==> config.mk <==
export PLATFORM = sky130hd
export DESIGN_NAME = fifo_wr_arbiter
export DESIGN_NICKNAME = d
export VERILOG_FILES = /design/src/rtl/fifo_wr_arbiter_pkg.sv /design/src/rtl/fifo_wr_arbiter_rr_pick.sv /design/src/rtl/fifo_wr_arbiter.sv
export SDC_FILE = /design/constraint.sdc
export NUM_CORES = 1
export LEC_CHECK = 0
export CORE_ASPECT_RATIO = 1.75
export CORE_MARGIN = 4
export CORE_UTILIZATION = 42
export CTS_CLUSTER_SIZE = 20
export DETAILED_ROUTE_END_ITERATION = 12
export PLACE_DENSITY_LB_ADDON = 0.25
export SYNTH_ARGS = -nofsm -noshare
export SYNTH_HDL_FRONTEND = slang
export SYNTH_SLANG_ARGS = --single-unit
==> constraint.sdc <==
create_clock -name clk -period 2.9 [get_ports clk]
set_input_delay 0.435 -clock clk [delete_from_list [all_inputs] [get_ports clk]]
set_output_delay 0.435 -clock clk [all_outputs]
set_load 0.005 [all_outputs]
==> src/rtl/fifo_wr_arbiter_pkg.sv <==
// ==========================================================================
// fifo_wr_arbiter_pkg : shared state type and width helpers | Rev 1.0
// ==========================================================================
`default_nettype none

package fifo_wr_arbiter_pkg;

  typedef enum logic [0:0] {
    IDLE  = 1'b0,
    GRANT = 1'b1
  } arb_state_e;

  function automatic int clog2(input int value);
    int r;
    int v;
    r = 0;
    v = value - 1;
    while (v > 0) begin
      r++;
      v = v >> 1;
    end
    return r;
  endfunction

  localparam int DEFAULT_NUM_REQ = 4;
  localparam int GRANT_W         = clog2(DEFAULT_NUM_REQ);

endpackage

`default_nettype wire

==> src/rtl/fifo_wr_arbiter_rr_pick.sv <==
// ==========================================================================
// fifo_wr_arbiter_rr_pick : combinational round-robin selector | Rev 1.0
// ==========================================================================
`default_nettype none

module fifo_wr_arbiter_rr_pick #(
  parameter int N = 4,
  parameter int W = 2
) (
  input  logic [N-1:0] i_valid,
  input  logic [W-1:0] i_last,
  output logic         o_found,
  output logic [W-1:0] o_index
);

  function automatic logic [W-1:0] wrap(input int v);
    return W'(v % N);
  endfunction

  // Walk from farthest to nearest so the nearest valid slot after i_last wins.
  always_comb begin
    o_found = 1'b0;
    o_index = '0;
    for (int k = N; k >= 1; k--) begin
      if (i_valid[wrap(int'(i_last) + k)]) begin
        o_found = 1'b1;
        o_index = wrap(int'(i_last) + k);
      end
    end
  end

endmodule

`default_nettype wire

==> src/rtl/fifo_wr_arbiter.sv <==
// ==========================================================================
// fifo_wr_arbiter : round-robin burst arbiter for one shared fifo write port
// Optional per-requester beat counters: FIFO_ARB_STATS_EN | Rev 1.0
// ==========================================================================
`default_nettype none

module fifo_wr_arbiter
  import fifo_wr_arbiter_pkg::*;
#(
  parameter int WIDTH     = 8,
  parameter int NUM_REQ   = 4,
  parameter int MAX_BURST = 4,
  localparam int SEL_W    = clog2(NUM_REQ)
) (
  input  logic                     clk,
  input  logic                     rst,
  input  logic [NUM_REQ-1:0]       req_valid,
  input  logic [NUM_REQ*WIDTH-1:0] req_data,
  output logic [NUM_REQ-1:0]       req_ready,
  input  logic                     fifo_full,
  output logic                     fifo_wr_en,
  output logic [WIDTH-1:0]         fifo_din,
  output logic [SEL_W-1:0]         grant_id,
  output logic                     busy
`ifdef FIFO_ARB_STATS_EN
  ,
  output logic [NUM_REQ*16-1:0]    beat_count
`endif
);

  localparam int BC_W = clog2(MAX_BURST) + 1;

  arb_state_e        r_state;
  arb_state_e        w_state_nxt;
  logic [BC_W-1:0]   r_beat_cnt;
  logic              r_wr_en;
  logic [WIDTH-1:0]  r_din;
  logic [SEL_W-1:0]  r_grant_id;

  logic              w_pick_found;
  logic [SEL_W-1:0]  w_pick_idx;
  logic              w_sel_valid;
  logic              w_xfer;
  logic              w_last_beat;

  // r_grant_id doubles as last_grant: it only changes when a new grant is made.
  fifo_wr_arbiter_rr_pick #(
    .N (NUM_REQ),
    .W (SEL_W)
  ) u_rr_pick (
    .i_valid (req_valid),
    .i_last  (r_grant_id),
    .o_found (w_pick_found),
    .o_index (w_pick_idx)
  );

  assign w_sel_valid = req_valid[r_grant_id];
  assign w_xfer      = (r_state == GRANT) && w_sel_valid && !fifo_full;
  assign w_last_beat = (r_beat_cnt == BC_W'(MAX_BURST - 1));

  always_comb begin
    w_state_nxt = r_state;
    req_ready   = '0;
    case (r_state)
      IDLE: begin
        if (w_pick_found) w_state_nxt = GRANT;
      end
      GRANT: begin
        if (w_xfer) req_ready[r_grant_id] = 1'b1;
        if (!w_sel_valid || (w_xfer && w_last_beat)) w_state_nxt = IDLE;
      end
      default: w_state_nxt = IDLE;
    endcase
  end

  always_ff @(posedge clk) begin
    if (rst) begin
      r_state    <= IDLE;
      r_wr_en    <= 1'b0;
      r_din      <= '0;
      r_grant_id <= SEL_W'(NUM_REQ - 1);
      r_beat_cnt <= '0;
    end else begin
      r_state <= w_state_nxt;
      r_wr_en <= w_xfer;
      if (w_xfer) begin
        r_din      <= req_data[int'(r_grant_id)*WIDTH +: WIDTH];
        r_beat_cnt <= r_beat_cnt + BC_W'(1);
      end
      if ((r_state == IDLE) && w_pick_found) begin
        r_grant_id <= w_pick_idx;
        r_beat_cnt <= '0;
      end
    end
  end

  assign fifo_wr_en = r_wr_en;
  assign fifo_din   = r_din;
  assign grant_id   = r_grant_id;
  assign busy       = (r_state == GRANT);

`ifdef FIFO_ARB_STATS_EN
  for (genvar gi = 0; gi < NUM_REQ; gi++) begin : g_stats
    logic [15:0] r_cnt;
    always_ff @(posedge clk) begin
      if (rst) begin
        r_cnt <= '0;
      end else if (w_xfer && (r_grant_id == SEL_W'(gi)) && (r_cnt != 16'hFFFF)) begin
        r_cnt <= r_cnt + 16'd1;
      end
    end
    assign beat_count[gi*16 +: 16] = r_cnt;
  end
`endif

endmodule

`default_nettype wire
# == Word-level counts from Yosys, hierarchy flattened ==
# Cells that the tools add are included.
# word_totals
elab_cells,53
regBits,15
# classes
n_lt_le_gt_ge,6
n_mux,25
n_reduce_logical,9
addsub,5
eq_ne,1
shifts,1
n_bitwise,1
# op_table
operator,n
variable part select 32 x 6 -> 8 bit,1
"< comparator 2 x 3 -> 1 bit, second input constant",5
two-way mux 1 bit,12
binary-select mux 1 bit (select 2 bit),5
two-way mux 2 bit,4
two-way mux 4 bit,2
logical AND 1 bit,5
"adder 2 x 1 -> 2 bit, second input constant",2
"adder 2 bit, second input constant",2
"adder 3 x 1 -> 3 bit, second input constant",1
"equality test 3 x 2 -> 1 bit, second input constant",1
demux 1 bit (select 2 bit),1
">= comparator 2 x 1 -> 1 bit, second input constant",1
zero test 1 bit,2
case mux 1 bit (2 select lines),1
OR reduction 2 bit,1
logical OR 1 bit,1
inverter 1 bit,1

# == Depth between registers and ports, before layout ==
# Gate-level depths: netlist of the first run.
# depth
word_depth,9
ltp_mapped,8
ltp_nobuf,6

# == Modules after synthesis ==
# From an unflattened synthesis of the first run, not the netlist that was laid out.
# unflattened
hier_cells,87
hier_area_um2,958.4
# by_module_without_submodules
module,area_per_inst_um2,instances,seq_area_each_um2,cells_per_inst
fifo_wr_arbiter,867.1,1,300.3,73
fifo_wr_arbiter_rr_pick,91.3,1,0.0,14

# == Least setup slack after synthesis of the first run ==
# No wires, ideal clock.
# synth_path
path_kind,register to output
from,reg r_grant_id[0] (netlist: grant_id[0])
to,out req_ready[0]
path_slack_ps,875
t_arrival_ps,1590
required_ps,2465
path_stages_with_launch,7
n_path_buf,3
cell_sequence,dfxtp_1 buf_6 mux4_2 nor3b_2 buf_6 buf_6 and2_1
# synth_between
elab_chain_cells,6
elab_cells_between_ends,11
# synth_lines
element,line_no,text
"start, declared",fifo_wr_arbiter.sv:38,logic [SEL_W-1:0] r_grant_id;
"start signal, assigned",fifo_wr_arbiter.sv:81,r_grant_id <= SEL_W'(NUM_REQ - 1);
"start signal, assigned",fifo_wr_arbiter.sv:91,r_grant_id <= w_pick_idx;
< comparator 2 x 3 -> 1 bit (implied by the code) (tied with other cells),fifo_wr_arbiter.sv:69,if (w_xfer) req_ready[r_grant_id] = 1'b1;
logical AND 1 bit (implied by the code) or two-way mux 1 bit (tied branches),"fifo_wr_arbiter.sv:69, fifo_wr_arbiter.sv:57",
two-way mux 1 bit (implied by the code) or logical AND 1 bit (tied branches),"fifo_wr_arbiter.sv:69, fifo_wr_arbiter.sv:58",
demux 1 bit (select 2 bit) or logical AND 1 bit (tied branches),"fifo_wr_arbiter.sv:69, fifo_wr_arbiter.sv:58",
two-way mux 4 bit (*),fifo_wr_arbiter.sv:69,
two-way mux 4 bit (*),fifo_wr_arbiter.sv:64,case (r_state)
"end, declared",fifo_wr_arbiter.sv:19,"output logic [NUM_REQ-1:0] req_ready,"
# Every way passes the cells marked *; elsewhere a longest branch is shown, timed or not. The select of a mux whose other input is x is not followed.

# == Final worst setup path of the first run ==
# layout_path
from,in req_valid[0]
to,out req_ready[1]
# layout_between
elab_chain_cells,6
# layout_lines
element,line_no,text
"start, declared",fifo_wr_arbiter.sv:17,"input logic [NUM_REQ-1:0] req_valid,"
binary-select mux 1 bit (select 2 bit),fifo_wr_arbiter.sv:57,assign w_sel_valid = req_valid[r_grant_id];
two-way mux 1 bit (implied by the code),fifo_wr_arbiter.sv:57,
logical AND 1 bit (2 in a row),fifo_wr_arbiter.sv:58,assign w_xfer = (r_state == GRANT) && w_sel_valid && !fifo_full;
two-way mux 4 bit,fifo_wr_arbiter.sv:69,
two-way mux 4 bit,fifo_wr_arbiter.sv:64,
# No other way between the ends. The select of a mux whose other input is x is not followed.

==> results_dict.tcl, run 1 <==
set metrics [dict create \
    run_status "completed" \
    syn-num-nets 141 \
    power.total_mw 0.659 \
    netlist.area_leader.share_pct 29.2 \
    grt_pass1_vias 958 \
    hold_removal_path_class "register to register" \
    synth.largest_area_cell "sky130_fd_sc_hd__dfxtp_1" \
    path_max_fanout 7 \
    rsz_0062_raised_after_global_routing "no" \
    postLayoutCellArea_sq_mm 0.00164 \
    layout-drive-gt1-share_pct 15.0 \
    antennaDiodeCount 0 \
    placed_instance_count 174 \
    ctsLongestPathBuffers 2 \
    grt_antenna_before_repair 0 \
    i_o_pin_total 55 \
    drt_drc_violations_left 0 \
    syn_area_per_cell_sq_um 10.7 \
    cts-resized-gates 0 \
    worst_slew_pin_slew_ns 0.430 \
    die_y_um 73.4 \
    peak_ir_drop_on_the_vdd_network_mv 0.213 \
    finish.net_count 199 \
    clkSlewWorstSetupHoldPaths_ns 0.06 \
    cp_top_family "buffers and inverters" \
    cts_setup_buffers 0 \
    stages_on_the_worst_setup_path 5 \
    root_cell_of_the_clock_tree "sky130_fd_sc_hd__clkbuf_8" \
    place_area_sq_mm 0.00159 \
    clock_insertion_delay_worst_skew_ns 0.25 \
    seq_area_frac_synth_pct 29.2 \
    slew-limit-headroom_pct 71.2 \
    fp.dieW_um 45.4 \
    post-route-worst-setup-slack_ns 0.164 \
    most_used_flip_flop_cell_after_synthesis "sky130_fd_sc_hd__dfxtp_1" \
    routabilityCongestion 0.849 \
    synthCells 96 \
    timing.final.hold_violations 0 \
    final_core_utilization_pct 71.0 \
    critical_path.cell_chain "clkdlybuf4s50_1, mux4_2, nor3b_2, and2_1, clkdlybuf4s50_1" \
    crit_path_end "req_ready[1]" \
    first_pass_grt_wire_length_um 4210 \
    power-per-cell-area_mw_per_mm2 403 \
    cts_tree "built" \
    rows 23 \
    post-place-ws_ns 0.175 \
    shortest_period_the_worst_path_allows_ns 2.74 \
    setup.reg_to_reg.worst_slack_ns 1.06 \
    synth_cell_type_count 29 \
    largest_net_degree_at_the_start_of_global_routing 18 \
    drv_slew 0 \
    area_of_the_multi_input_gates_sq_um 662 \
    cts.htree.levels 1 \
    ys_async_sr_fraction_pct 0 \
    cap_violations 0 \
    max_freq_mhz 365 \
    critPathLaunch "req_valid[0]" \
    finalNonFillerCells 178 \
    buf_inv_on_cp 2 \
    reg2reg_to "grant_id[0]$_SDFFE_PP1P_" \
    area.sequential_sq_um 300 \
    detail_route.vias_per_cell 5.31 \
    slowest_stage "sky130_fd_sc_hd__clkdlybuf4s50_1" \
    layout.filler_cells 193 \
    place_hpwl_um 2280 \
    postRouteWirelength_um 2790 \
    first_pass_iters 2 \
    drtAntennaViolNets 0 \
    critical_path.reg2reg.startpoint "grant_id[0]$_SDFFE_PP1P_" \
    synth_edf_count 0 \
    hold_buffer_count_at_cts 0 \
    start_util_pct 44.6 \
    area.growth.synth_to_final_pct 59.2 \
    cts_buffers 3 \
    reg2regPathDepth 7 \
    core-area_sq_mm 0.00230 \
    drt_iter0_markers 3 \
    timing.critical_path.slowest_cell_delay_ns 0.58 \
    synth.ff_latch_count 15 \
    numClockSinks 15 \
    p_leak_nw 0.629 \
    required_arrival_time_at_the_worst_endpoint_ns 2.47 \
    fin_hold_ws_ns 0.497 \
    critical_path_class "primary input to output port" \
    congestion_overflow_gr 0 \
    netlist_top_cells_area "sky130_fd_sc_hd__dfxtp_1 (29%), sky130_fd_sc_hd__mux4_2 (20%), sky130_fd_sc_hd__mux2i_1 (12%)" \
    final_critical_path_share_of_the_clock_period_pct 94.4 \
    critical_path.startpoint_type "primary input" \
    die-area_sq_mm 0.00333 \
    placement.io_buffers 54 \
    worstSetupEndpointType "output port" \
    worst_clock_skew_ns 0.000683 \
    globalRouteTotalUtil_pct 17.3 \
    synth_area_sq_mm 0.00103 \
    wl_per_cell_um 15.7 \
    vias_after_detailed_routing 946 \
    final_count_of_negative_setup_slack_endpoints 0 \
    synthesis.yosys.warnings 0 \
    final.setup.tns_ns 0 \
    critPathMostFrequentCell "sky130_fd_sc_hd__clkdlybuf4s50_1" \
    timing.critical_path.arrival_ns 2.30 \
]
[final cells by class]
| class | count | share of cell area (%) |
|---|---|---|
| Sequential cell | 15 | 18.4 |
| Timing Repair Buffer | 59 | 35.3 |
| Clock buffer | 4 | 2.75 |
| Multi-Input combinational cell | 70 | 40.5 |
| Inverter | 5 | 1.15 |
| Tap cell | 25 | 1.91 |
[synthesized netlist by cell type, drive strengths merged, types with 2 or more instances]
| cell | number |
|---|---|
| nor2 | 15 |
| buf | 4 |
| a211oi | 2 |
| and2 | 5 |
| ha | 6 |
| inv | 5 |
| clkbuf | 2 |
| dfxtp | 15 |
| mux2 | 2 |
| mux4 | 9 |
| nand2b | 2 |
| o21ai | 2 |
| a21oi | 2 |
| mux2i | 12 |
[flip-flops by register name, summed over array words and instances, names as in the netlist]
register and cells:
fifo_din 8, r_beat_cnt 3, grant_id 2, busy 1, fifo_wr_en 1
[worst min-delay path, delay by kind of cell, from the launching register on]
family / cells / cell delay (ns)
flops: 1 / 0.33
mux: 1 / 0.07
simple gates: 1 / 0.07
[routing by layer]
layer | vias to the layer above | share of wire (%) | wire length, um | GRT usage [%]
met1 | 435 | 38 | 1060 | 17.6
met3 | 7 | 6.4 | 179 | 2.70
met5 | - | 0 | 0 | 0
met2 | 39 | 52 | 1460 | 30.2
met4 | 0 | 3.1 | 87 | 12.1
li1 | 465 | - | - | -
[placed cells by master (no fill, tap or decap)]
| master | instances |
|---|---|
| sky130_fd_sc_hd__o221ai_1 | 1 |
| sky130_fd_sc_hd__and2_1 | 5 |
| sky130_fd_sc_hd__mux2i_1 | 12 |
| sky130_fd_sc_hd__inv_1 | 5 |
| sky130_fd_sc_hd__a211o_1 | 1 |
| sky130_fd_sc_hd__or2_2 | 1 |
| sky130_fd_sc_hd__dfxtp_1 | 15 |
| sky130_fd_sc_hd__o211ai_1 | 1 |
| sky130_fd_sc_hd__or3b_2 | 1 |
| sky130_fd_sc_hd__o22ai_1 | 1 |
| sky130_fd_sc_hd__or3_1 | 1 |
| sky130_fd_sc_hd__o311ai_0 | 1 |
| sky130_fd_sc_hd__o31ai_1 | 1 |
| sky130_fd_sc_hd__clkbuf_8 | 3 |
| sky130_fd_sc_hd__mux4_2 | 9 |
| sky130_fd_sc_hd__ha_1 | 6 |
| sky130_fd_sc_hd__a211oi_1 | 1 |
| sky130_fd_sc_hd__a21oi_1 | 2 |
| sky130_fd_sc_hd__clkbuf_1 | 1 |
| sky130_fd_sc_hd__nor3_1 | 1 |
| sky130_fd_sc_hd__nand2b_1 | 2 |
| sky130_fd_sc_hd__o21ai_0 | 2 |
| sky130_fd_sc_hd__nor2_1 | 15 |
| sky130_fd_sc_hd__mux2_2 | 2 |
| sky130_fd_sc_hd__a31oi_1 | 1 |
| sky130_fd_sc_hd__xnor2_1 | 1 |
| sky130_fd_sc_hd__nor3b_2 | 1 |
| sky130_fd_sc_hd__buf_4 | 5 |
| sky130_fd_sc_hd__a211oi_2 | 1 |
| sky130_fd_sc_hd__clkdlybuf4s50_1 | 54 |
[cell families after synthesis]
group / count (synthesis) / synth area share (%)
AND/OR/NAND/NOR: 27 / 13.5
multiplexers: 23 / 33.6
flip-flops: 15 / 29.2
AO/OA/AOI/OAI: 13 / 9.14
buffers and inverters: 11 / 6.33
adder cells (fa/ha/maj): 6 / 7.31
XOR/XNOR: 1 / 0.853
[how the worst min path moves through the flow]
stage / start / endpoint / slack (ns) / cells after the start
2_1_floorplan: r_beat_cnt[1]$_SDFFE_PP0P_ / r_beat_cnt[1]$_SDFFE_PP0P_ / 0.46 / 2
3_3_place_gp: fifo_din[3]$_SDFFE_PP0P_ / fifo_din[3]$_SDFFE_PP0P_ / 0.48 / 2
3_5_place_dp: fifo_din[5]$_SDFFE_PP0P_ / fifo_din[5]$_SDFFE_PP0P_ / 0.49 / 2
4_1_cts: fifo_din[5]$_SDFFE_PP0P_ / fifo_din[5]$_SDFFE_PP0P_ / 0.50 / 2
5_1_grt: fifo_din[6]$_SDFFE_PP0P_ / fifo_din[6]$_SDFFE_PP0P_ / 0.53 / 2
6_report: fifo_din[3]$_SDFFE_PP0P_ / fifo_din[3]$_SDFFE_PP0P_ / 0.50 / 2
[power breakdown]
part           internal, mW  switching (mW)  leakage [nW]
Combinational         0.162           0.101         0.484
Sequential            0.220          0.0104         0.122
Clock                0.0973          0.0677        0.0228
Note: power is estimated with default switching activity, not from simulation.
==> run 2: changes to the inputs <==
--- a/config.mk
+++ b/config.mk
@@ -6,11 +6,11 @@
 export NUM_CORES = 1
 export LEC_CHECK = 0
 export CORE_ASPECT_RATIO = 1.75
-export CORE_MARGIN = 4
 export CORE_UTILIZATION = 42
 export CTS_CLUSTER_SIZE = 20
 export DETAILED_ROUTE_END_ITERATION = 12
-export PLACE_DENSITY_LB_ADDON = 0.25
+export PLACE_DENSITY = 0.91
+export SKIP_CTS_REPAIR_TIMING = 1
 export SYNTH_ARGS = -nofsm -noshare
 export SYNTH_HDL_FRONTEND = slang
 export SYNTH_SLANG_ARGS = --single-unit
==> run 2 against run 1 <==
Final cell count decreased by 0.56%. Setup slack better by 0.041 ns. Clock skew is 0.0056 ns higher. Critical path depth unchanged. Via count rose by 1.5%. Count of clock-buffer cells in the layout down 1. Largest power group unchanged. Highest routed layer unchanged. Fmax up 1.5%. Die area is 20% lower. Power is 0.14% higher. Global-route usage rose by 4.9 points. Clock power grew 3%. Register-to-register slack hardly changed.
==> results_dict.tcl, run 2 (synthesis results as in run 1) <==
set metrics [dict create \
    setup.reg_to_reg.worst_slack_ns 1.06 \
    final_critical_path_share_of_the_clock_period_pct 92.9 \
    reg2regPathDepth 7 \
    place_hpwl_um 2130 \
    slowest_stage "sky130_fd_sc_hd__mux4_2" \
    capture_endpoint_of_the_worst_hold_path "fifo_din[0]$_SDFFE_PP0P_" \
    clkSlewWorstSetupHoldPaths_ns 0.06 \
    worstSetupEndpointType "output port" \
    postLayoutCellArea_sq_mm 0.00163 \
    cts.htree.levels 1 \
    final.setup.tns_ns 0 \
    mostFrequentLayoutCell "sky130_fd_sc_hd__clkdlybuf4s50_1" \
    postRouteWirelength_um 2630 \
    fin_hold_ws_ns 0.500 \
    vias_after_detailed_routing 960 \
    i_o_pin_total 55 \
    path_max_fanout 7 \
    antennaDiodeCount 0 \
    timing.final.hold_violations 0 \
    power-per-cell-area_mw_per_mm2 405 \
    cap_violations 0 \
    root_cell_of_the_clock_tree "sky130_fd_sc_hd__clkbuf_8" \
    most-common-layout-cells "sky130_fd_sc_hd__clkdlybuf4s50_1 (54), sky130_fd_sc_hd__nor2_1 (15), sky130_fd_sc_hd__dfxtp_1 (15), sky130_fd_sc_hd__mux2i_1 (12), sky130_fd_sc_hd__mux4_2 (9)" \
    slew-limit-headroom_pct 72.3 \
    critical_path.reg2reg.startpoint "grant_id[0]$_SDFFE_PP1P_" \
    p_leak_nw 0.626 \
    drv_slew 0 \
    largest_register_ff_count 8 \
    placement.io_buffers 54 \
    cts_buffers 3 \
    critical_path.startpoint_type "primary input" \
    critical_path.cell_chain "clkdlybuf4s50_1, mux4_2, nor3b_2, and2_1, clkdlybuf4s50_1" \
    fp.dieW_um 39.4 \
    layout-drive-gt1-share_pct 15.1 \
    timing.critical_path.slowest_cell_delay_ns 0.52 \
    die_y_um 67.4 \
    area.growth.synth_to_final_pct 58.6 \
    cts_tree "built" \
    hold_removal_path_class "register to register" \
    die-area_sq_mm 0.00266 \
    congestion_overflow_gr 0 \
    first_pass_iters 4 \
    shortest_period_the_worst_path_allows_ns 2.70 \
    max_freq_mhz 371 \
    rows 23 \
    rsz_0062_raised_after_global_routing "no" \
    timing.critical_path.arrival_ns 2.26 \
    final_core_utilization_pct 70.8 \
    whs_path_depth 2 \
    wl_per_cell_um 14.9 \
    finish.net_count 198 \
    place_area_sq_mm 0.00158 \
    final_count_of_negative_setup_slack_endpoints 0 \
    grt_antenna_before_repair 0 \
    detail_route.vias_per_cell 5.42 \
    critical_path_class "primary input to output port" \
    peak_ir_drop_on_the_vdd_network_mv 0.297 \
    start_util_pct 44.6 \
    drtAntennaViolNets 0 \
    worst_hold_startpoint "fifo_din[0]$_SDFFE_PP0P_" \
    grt_pass1_vias 893 \
    reg2reg_to "grant_id[0]$_SDFFE_PP1P_" \
    drt_drc_violations_left 0 \
    drt_iter0_markers 17 \
    critPathMostFrequentCell "sky130_fd_sc_hd__clkdlybuf4s50_1" \
    worst_slew_pin_slew_ns 0.414 \
    numClockSinks 15 \
    globalRouteTotalUtil_pct 22.2 \
    required_arrival_time_at_the_worst_endpoint_ns 2.47 \
    routabilityCongestion 0.793 \
    largest_net_degree_at_the_start_of_global_routing 17 \
    worst_clock_skew_ns 0.00628 \
    run_status "completed" \
    core-area_sq_mm 0.00230 \
    first_pass_grt_wire_length_um 3980 \
    ctsLongestPathBuffers 2 \
    placed_instance_count 173 \
    layout.filler_cells 188 \
    clock_insertion_delay_worst_skew_ns 0.25 \
    finalNonFillerCells 177 \
]
[run 2: cell count changes in the layout (fill, tap and decap cells not counted), sizes merged]
cell,previous run,this run
clkinv,0,1
clkbuf,4,3
buf,5,4
[run 2: layout make-up]
type | count | area, sq um | area share, %
flip-flops and latches | 15 | 300 | 18.4
clock buffers | 3 | 41.3 | 2.53
inverters | 5 | 18.8 | 1.15
multi-input cells | 70 | 662 | 40.6
repair buffers | 58 | 571 | 35.0
well taps | 25 | 31.3 | 1.92
clock inverters | 1 | 5.00 | 0.307
[run 2: power by group]
group | leakage [nW] | total, mW | internal (mW) | switching, mW
Clock | 0.0255 | 0.170 | 0.0952 | 0.0749
Sequential | 0.122 | 0.238 | 0.220 | 0.0174
Combinational | 0.479 | 0.252 | 0.160 | 0.0922
[run 2: worst max-delay path by stage]
stage | startpoint | end | depth (start not counted)
floorplan | grant_id[0]$_SDFFE_PP1P_ | req_ready[0] | 6
global placement | req_valid[3] | req_ready[3] | 5
detailed placement | req_valid[3] | req_ready[0] | 5
CTS | req_valid[3] | req_ready[0] | 5
global route | req_valid[1] | req_ready[0] | 5
finish | req_valid[3] | req_ready[0] | 5
[run 2: critical path: cells and delay by family]
kind                   cells  cell delay (ns)
buffers and inverters      2             0.95
muxes                      1             0.52
and+or+nand+nor            2             0.35
[run 2: through the flow]
step                      power (mW)  setup WS (ns)
after floorplan                0.387          0.875
after global placement         0.486          0.275
after detailed placement       0.496          0.213
after CTS                      0.667          0.216
after global routing           0.698          0.148
final                          0.660          0.205
[run 2: layer usage]
| metal | routed length (um) | share of wire [%] | up-vias | GRT usage (%) |
|---|---|---|---|---|
| met5 | 0 | 0 | - | 0 |
| met4 | 83 | 3.2 | 0 | 14.2 |
| met3 | 117 | 4.4 | 7 | 4.93 |
| met2 | 1440 | 55 | 42 | 35.2 |
| met1 | 989 | 38 | 450 | 25.8 |
| li1 | - | - | 461 | - |
==> run 3: changes to the inputs <==
--- a/config.mk
+++ b/config.mk
@@ -9,8 +9,7 @@
 export CORE_UTILIZATION = 42
 export CTS_CLUSTER_SIZE = 20
 export DETAILED_ROUTE_END_ITERATION = 12
-export PLACE_DENSITY = 0.91
-export SKIP_CTS_REPAIR_TIMING = 1
+export PLACE_DENSITY = 0.85
 export SYNTH_ARGS = -nofsm -noshare
 export SYNTH_HDL_FRONTEND = slang
 export SYNTH_SLANG_ARGS = --single-unit
==> run 3 against run 2 <==
Wire length increased by 1.6%. Sequential share of layout area about the same. Hold slack got worse by 0.0047 ns. Sequential cell count unchanged. Via count decreased by 1.6%. Register-to-register slack improved by 0.02 ns. Highest routed layer unchanged. Global-route usage decreased by 0.35 points. Final cell count unchanged.
==> results_dict.tcl, run 3 (synthesis results as in run 1) <==
set metrics [dict create \
    place_area_sq_mm 0.00158 \
    congestion_overflow_gr 0 \
    slowest_stage "sky130_fd_sc_hd__mux4_2" \
    cts_setup_buffers 0 \
    fin_hold_ws_ns 0.495 \
    placement.io_buffers 54 \
    timing.final.hold_violations 0 \
    final.setup.tns_ns 0 \
    die_y_um 67.4 \
    critical_path_class "primary input to output port" \
    layout-drive-gt1-share_pct 14.5 \
    final_critical_path_share_of_the_clock_period_pct 93.0 \
    placed_instance_count 173 \
    numClockSinks 15 \
    most-common-layout-cells "sky130_fd_sc_hd__clkdlybuf4s50_1 (54), sky130_fd_sc_hd__nor2_1 (15), sky130_fd_sc_hd__dfxtp_1 (15), sky130_fd_sc_hd__mux2i_1 (12), sky130_fd_sc_hd__mux4_2 (9)" \
    peak_ir_drop_on_the_vdd_network_mv 0.247 \
    cts-resized-gates 0 \
    cts_tree "built" \
    worst_slew_pin_slew_ns 0.427 \
    post-place-ws_ns 0.210 \
    max_freq_mhz 371 \
    antennaDiodeCount 0 \
    i_o_pin_total 55 \
    drt_iter0_markers 9 \
    cp_top_family "buffers and inverters" \
    shortest_period_the_worst_path_allows_ns 2.70 \
    hold_removal_path_class "register to register" \
    rows 23 \
    first_pass_grt_wire_length_um 4000 \
    fp.dieW_um 39.4 \
    p_leak_nw 0.624 \
    slew-limit-headroom_pct 71.5 \
    stages_on_the_worst_setup_path 5 \
    buf_inv_on_cp 2 \
    timing.critical_path.arrival_ns 2.26 \
    place_hpwl_um 2210 \
    core-area_sq_mm 0.00230 \
    finish.net_count 198 \
    globalRouteTotalUtil_pct 21.8 \
    die-area_sq_mm 0.00266 \
    reg2regPathDepth 6 \
    clock_insertion_delay_worst_skew_ns 0.24 \
    drtAntennaViolNets 0 \
    power-per-cell-area_mw_per_mm2 399 \
    path_max_fanout 7 \
    final_core_utilization_pct 70.7 \
    rsz_0062_raised_after_global_routing "no" \
    root_cell_of_the_clock_tree "sky130_fd_sc_hd__clkbuf_8" \
    hold_buffer_count_at_cts 0 \
    largest_net_degree_at_the_start_of_global_routing 18 \
    timing.critical_path.slowest_cell_delay_ns 0.52 \
    final_count_of_negative_setup_slack_endpoints 0 \
    critical_path.cell_chain "clkdlybuf4s50_1, mux4_2, nor3b_2, and2_1, clkdlybuf4s50_1" \
    grt_antenna_before_repair 0 \
    vias_after_detailed_routing 945 \
    finalNonFillerCells 177 \
    drv_slew 0 \
    post-route-worst-setup-slack_ns 0.202 \
    mostFrequentLayoutCell "sky130_fd_sc_hd__clkdlybuf4s50_1" \
    whs_path_depth 2 \
    critical_path.startpoint_type "primary input" \
    power.total_mw 0.650 \
    cap_violations 0 \
    postRouteWirelength_um 2670 \
    worst_clock_skew_ns 0.00356 \
    wl_per_cell_um 15.1 \
    critPathMostFrequentCell "sky130_fd_sc_hd__clkdlybuf4s50_1" \
    postLayoutCellArea_sq_mm 0.00163 \
    area.growth.synth_to_final_pct 58.5 \
    required_arrival_time_at_the_worst_endpoint_ns 2.47 \
    cts.htree.levels 1 \
    clkSlewWorstSetupHoldPaths_ns 0.06 \
    cts_buffers 3 \
    largest_register_ff_count 8 \
    grt_pass1_vias 943 \
    drt_drc_violations_left 0 \
    first_pass_iters 4 \
    worstSetupEndpointType "output port" \
    routabilityCongestion 0.858 \
    start_util_pct 44.6 \
    ctsLongestPathBuffers 2 \
    run_status "completed" \
    detail_route.vias_per_cell 5.34 \
]
==> run 3: changes by cell type in the layout (fill, tap and decap cells not counted), sizes merged <==
cell    change
clkbuf      +1
clkinv      -1
==> run 3: final timing paths <==
| check | startpoint | end | slack, ns |
|---|---|---|---|
| setup / recovery | req_valid[3] | req_ready[1] | 0.20 |
| hold / removal | fifo_din[0]$_SDFFE_PP0P_ | fifo_din[0]$_SDFFE_PP0P_ | 0.50 |
| setup reg to reg | grant_id[0]$_SDFFE_PP1P_ | grant_id[1]$_SDFFE_PP1P_ | 1.08 |
| hold reg to reg | fifo_din[0]$_SDFFE_PP0P_ | fifo_din[0]$_SDFFE_PP0P_ | 0.50 |
==> run 3: power breakdown <==
part           internal, mW  leakage [nW]  switching (mW)  total, mW
sequential            0.220         0.122          0.0166      0.237
combinational         0.159         0.479          0.0918      0.251
clock                0.0969        0.0228          0.0653      0.162
total                 0.477         0.624           0.174      0.650
==> run 3: routing by layer <==
layer | wire length [um] | track usage (%) | up-vias | share of wire [%]
met2 | 1610 | 39.4 | 28 | 60
met4 | 58 | 11.2 | 0 | 2.2
met1 | 900 | 23.3 | 446 | 34
met5 | 0 | 0 | - | 0
met3 | 106 | 2.96 | 6 | 4.0
li1 | - | - | 465 | -
==> run 3: tightest hold or removal path, cell delays in order (launching register included) <==
cell and delay, ns:
sky130_fd_sc_hd__dfxtp_1 0.33, sky130_fd_sc_hd__mux2i_1 0.07, sky130_fd_sc_hd__nor2_1 0.07
==> run 3: cell type report <==
type / instances / area, sq um
Tap cell: 25 / 31.3
Fill cell: 178 / 674
Inverter: 5 / 18.8
Clock buffer: 4 / 45.0
Multi-Input combinational cell: 70 / 662
Timing Repair Buffer: 58 / 571
Sequential cell: 15 / 300
==> edit, RTL diff (config.mk and constraints of run 2) <==
Set the parameter `MAX_BURST` to 5 (it was 4).
--- a/src/rtl/fifo_wr_arbiter.sv
+++ b/src/rtl/fifo_wr_arbiter.sv
@@ -9,7 +9,7 @@
 #(
   parameter int WIDTH     = 8,
   parameter int NUM_REQ   = 4,
-  parameter int MAX_BURST = 4,
+  parameter int MAX_BURST = 5,
   localparam int SEL_W    = clog2(NUM_REQ)
 ) (
   input  logic                     clk,
Formal check against the unedited RTL: same outputs for any inputs over 4 cycles, from zero or initial values and one cycle with rst high; that may be too few to reach the edited logic, so the function may still have changed.
==> edit against run 2 <==
Sequential cell count rose by 1; area after synthesis rose by 11%; power rose by 14%; critical path depth fell by 1; hold slack got worse by 0.044 ns; final area rose by 6.9%; wire length rose by 25%; clock skew fell by 0.0034 ns; sequential share of layout area barely moved; worst setup slack improved by 0.037 ns; sequential power rose by 8.8%; global-route usage rose by 3.4 points; non-clock buffer count did not move; largest cell class unchanged; largest power group unchanged.
==> edit: results (changes against run 2) <==
Max Clock Skew = 0.002916 ns (-0.003360 ns)
Global-route wire length before repair = 5.175 mm (+30%)
Routing usage on met1 = 27.02% (+1.2 points)
Area Growth Syn to Fin = 53.14%
Share of the yosys chip area belonging to registers = 28.16% (-1.1 points)
WHS = 0.4564 ns (-0.04362 ns)
Gp weighted congestion = 0.8376 (+5.6%)
Status = finished clean
Pre-CTS setup slack = 0.2495 ns (+0.03662 ns)
Syn Nets = 162 (+15%)
HP Start = fifo_din[2]
Fillcell total = 197 (+4.8%)
Avg WL per Cell = 16.74 um (+13%)
Rel. slew slack = 58.33% (-14 points)
Inst Count DP = 193 (+12%)
Global-route usage over all layers = 25.55% (+3.4 points)
Area contributors post-synth = dfxtp_1 (28%), mux4_2 (18%), ha_1 (6.6%)
Synth top cells by count = nand2_1 (18), dfxtp_1 (16), a21oi_1 (10), mux4_2 (9), inv_1 (8)
R2r endpoint = grant_id[0]
Worst vdd ir = 0.2409 mV (-19%)
Vias in the first global route = 1,180 (+32%)
Leak Pwr = 0.6700 nW (+6.9%)
DP Area = 1687 um^2 (+6.6%)
Ratio of cells with drive above 1 in the final layout = 14.62% (-0.51 points)
Vias per cell = 5.873 (+8.3%)
Post-DP HPWL = 2.709 mm (+27%)
Reg2reg setup slack = 0.70 ns (-0.36 ns)
Library cells used by synthesis = 36 (+24%)
Initial drt markers = 29 (+12)
Hold Path Class = flop to flop
Internal power = 0.5312 mW (+12%)
PD cells = 433.5 nW/um^2 (+7.1%)
Min Tclk post-route = 2.658 ns (-0.03714 ns)
Clk pwr share = 26.2% (+0.4 points)
Routing usage on met3 = 2.508% (-2.4 points)
Crit path DAT = 2.22 ns (-0.04 ns)
NumNets Final = 217 (+9.6%)
Crit path capture = req_ready[2]
1st-pass router iterations = 6 (+2)
CP max stage delay = 0.61 ns (+0.09 ns)
Post-Syn Area per Cell = 9.721 um^2 (-9.2%)
Max FFs per register = 8 (unchanged)
R2R depth = 6 (-1)
Non-Filler Instances = 197 (+11%)
Clk root buf = clkbuf_8
CP max FO = 10 (+3)
Hold EP = fifo_din[2]
==> edit: cell types whose count changed after synthesis, sizes merged, moves of 3 or more <==
cell	change
nand2	+19
nor2	-12
mux2i	-10
a21oi	+8
and3	+5
and2	-4
inv	+3
==> edit: logic make-up after synthesis <==
kind of cell             share of synthesized area [%]
flip-flops                                       28.16
buffers and inverters                            7.370
multiplexers                                     21.56
AND/OR/NAND/NOR                                  17.60
XOR/XNOR                                         2.971
adder cells (fa/ha/maj)                          6.600
AO/OA/AOI/OAI                                    15.73
==> edit: final cells by class <==
| type | count | area share, % |
|---|---|---|
| Multi-Input combinational cell | 85 | 42.10 |
| Timing Repair Buffer | 58 | 32.76 |
| Sequential cell | 16 | 18.39 |
| Clock buffer | 4 | 3.161 |
| Tap cell | 26 | 1.868 |
| Inverter | 8 | 1.724 |
==> edit: routing by layer <==
layer / up-vias / wire length [um]
met5: - / 0
met4: 0 / 149
met3: 17 / 136
met2: 48 / 1886
met1: 557 / 1125
li1: 535 / -
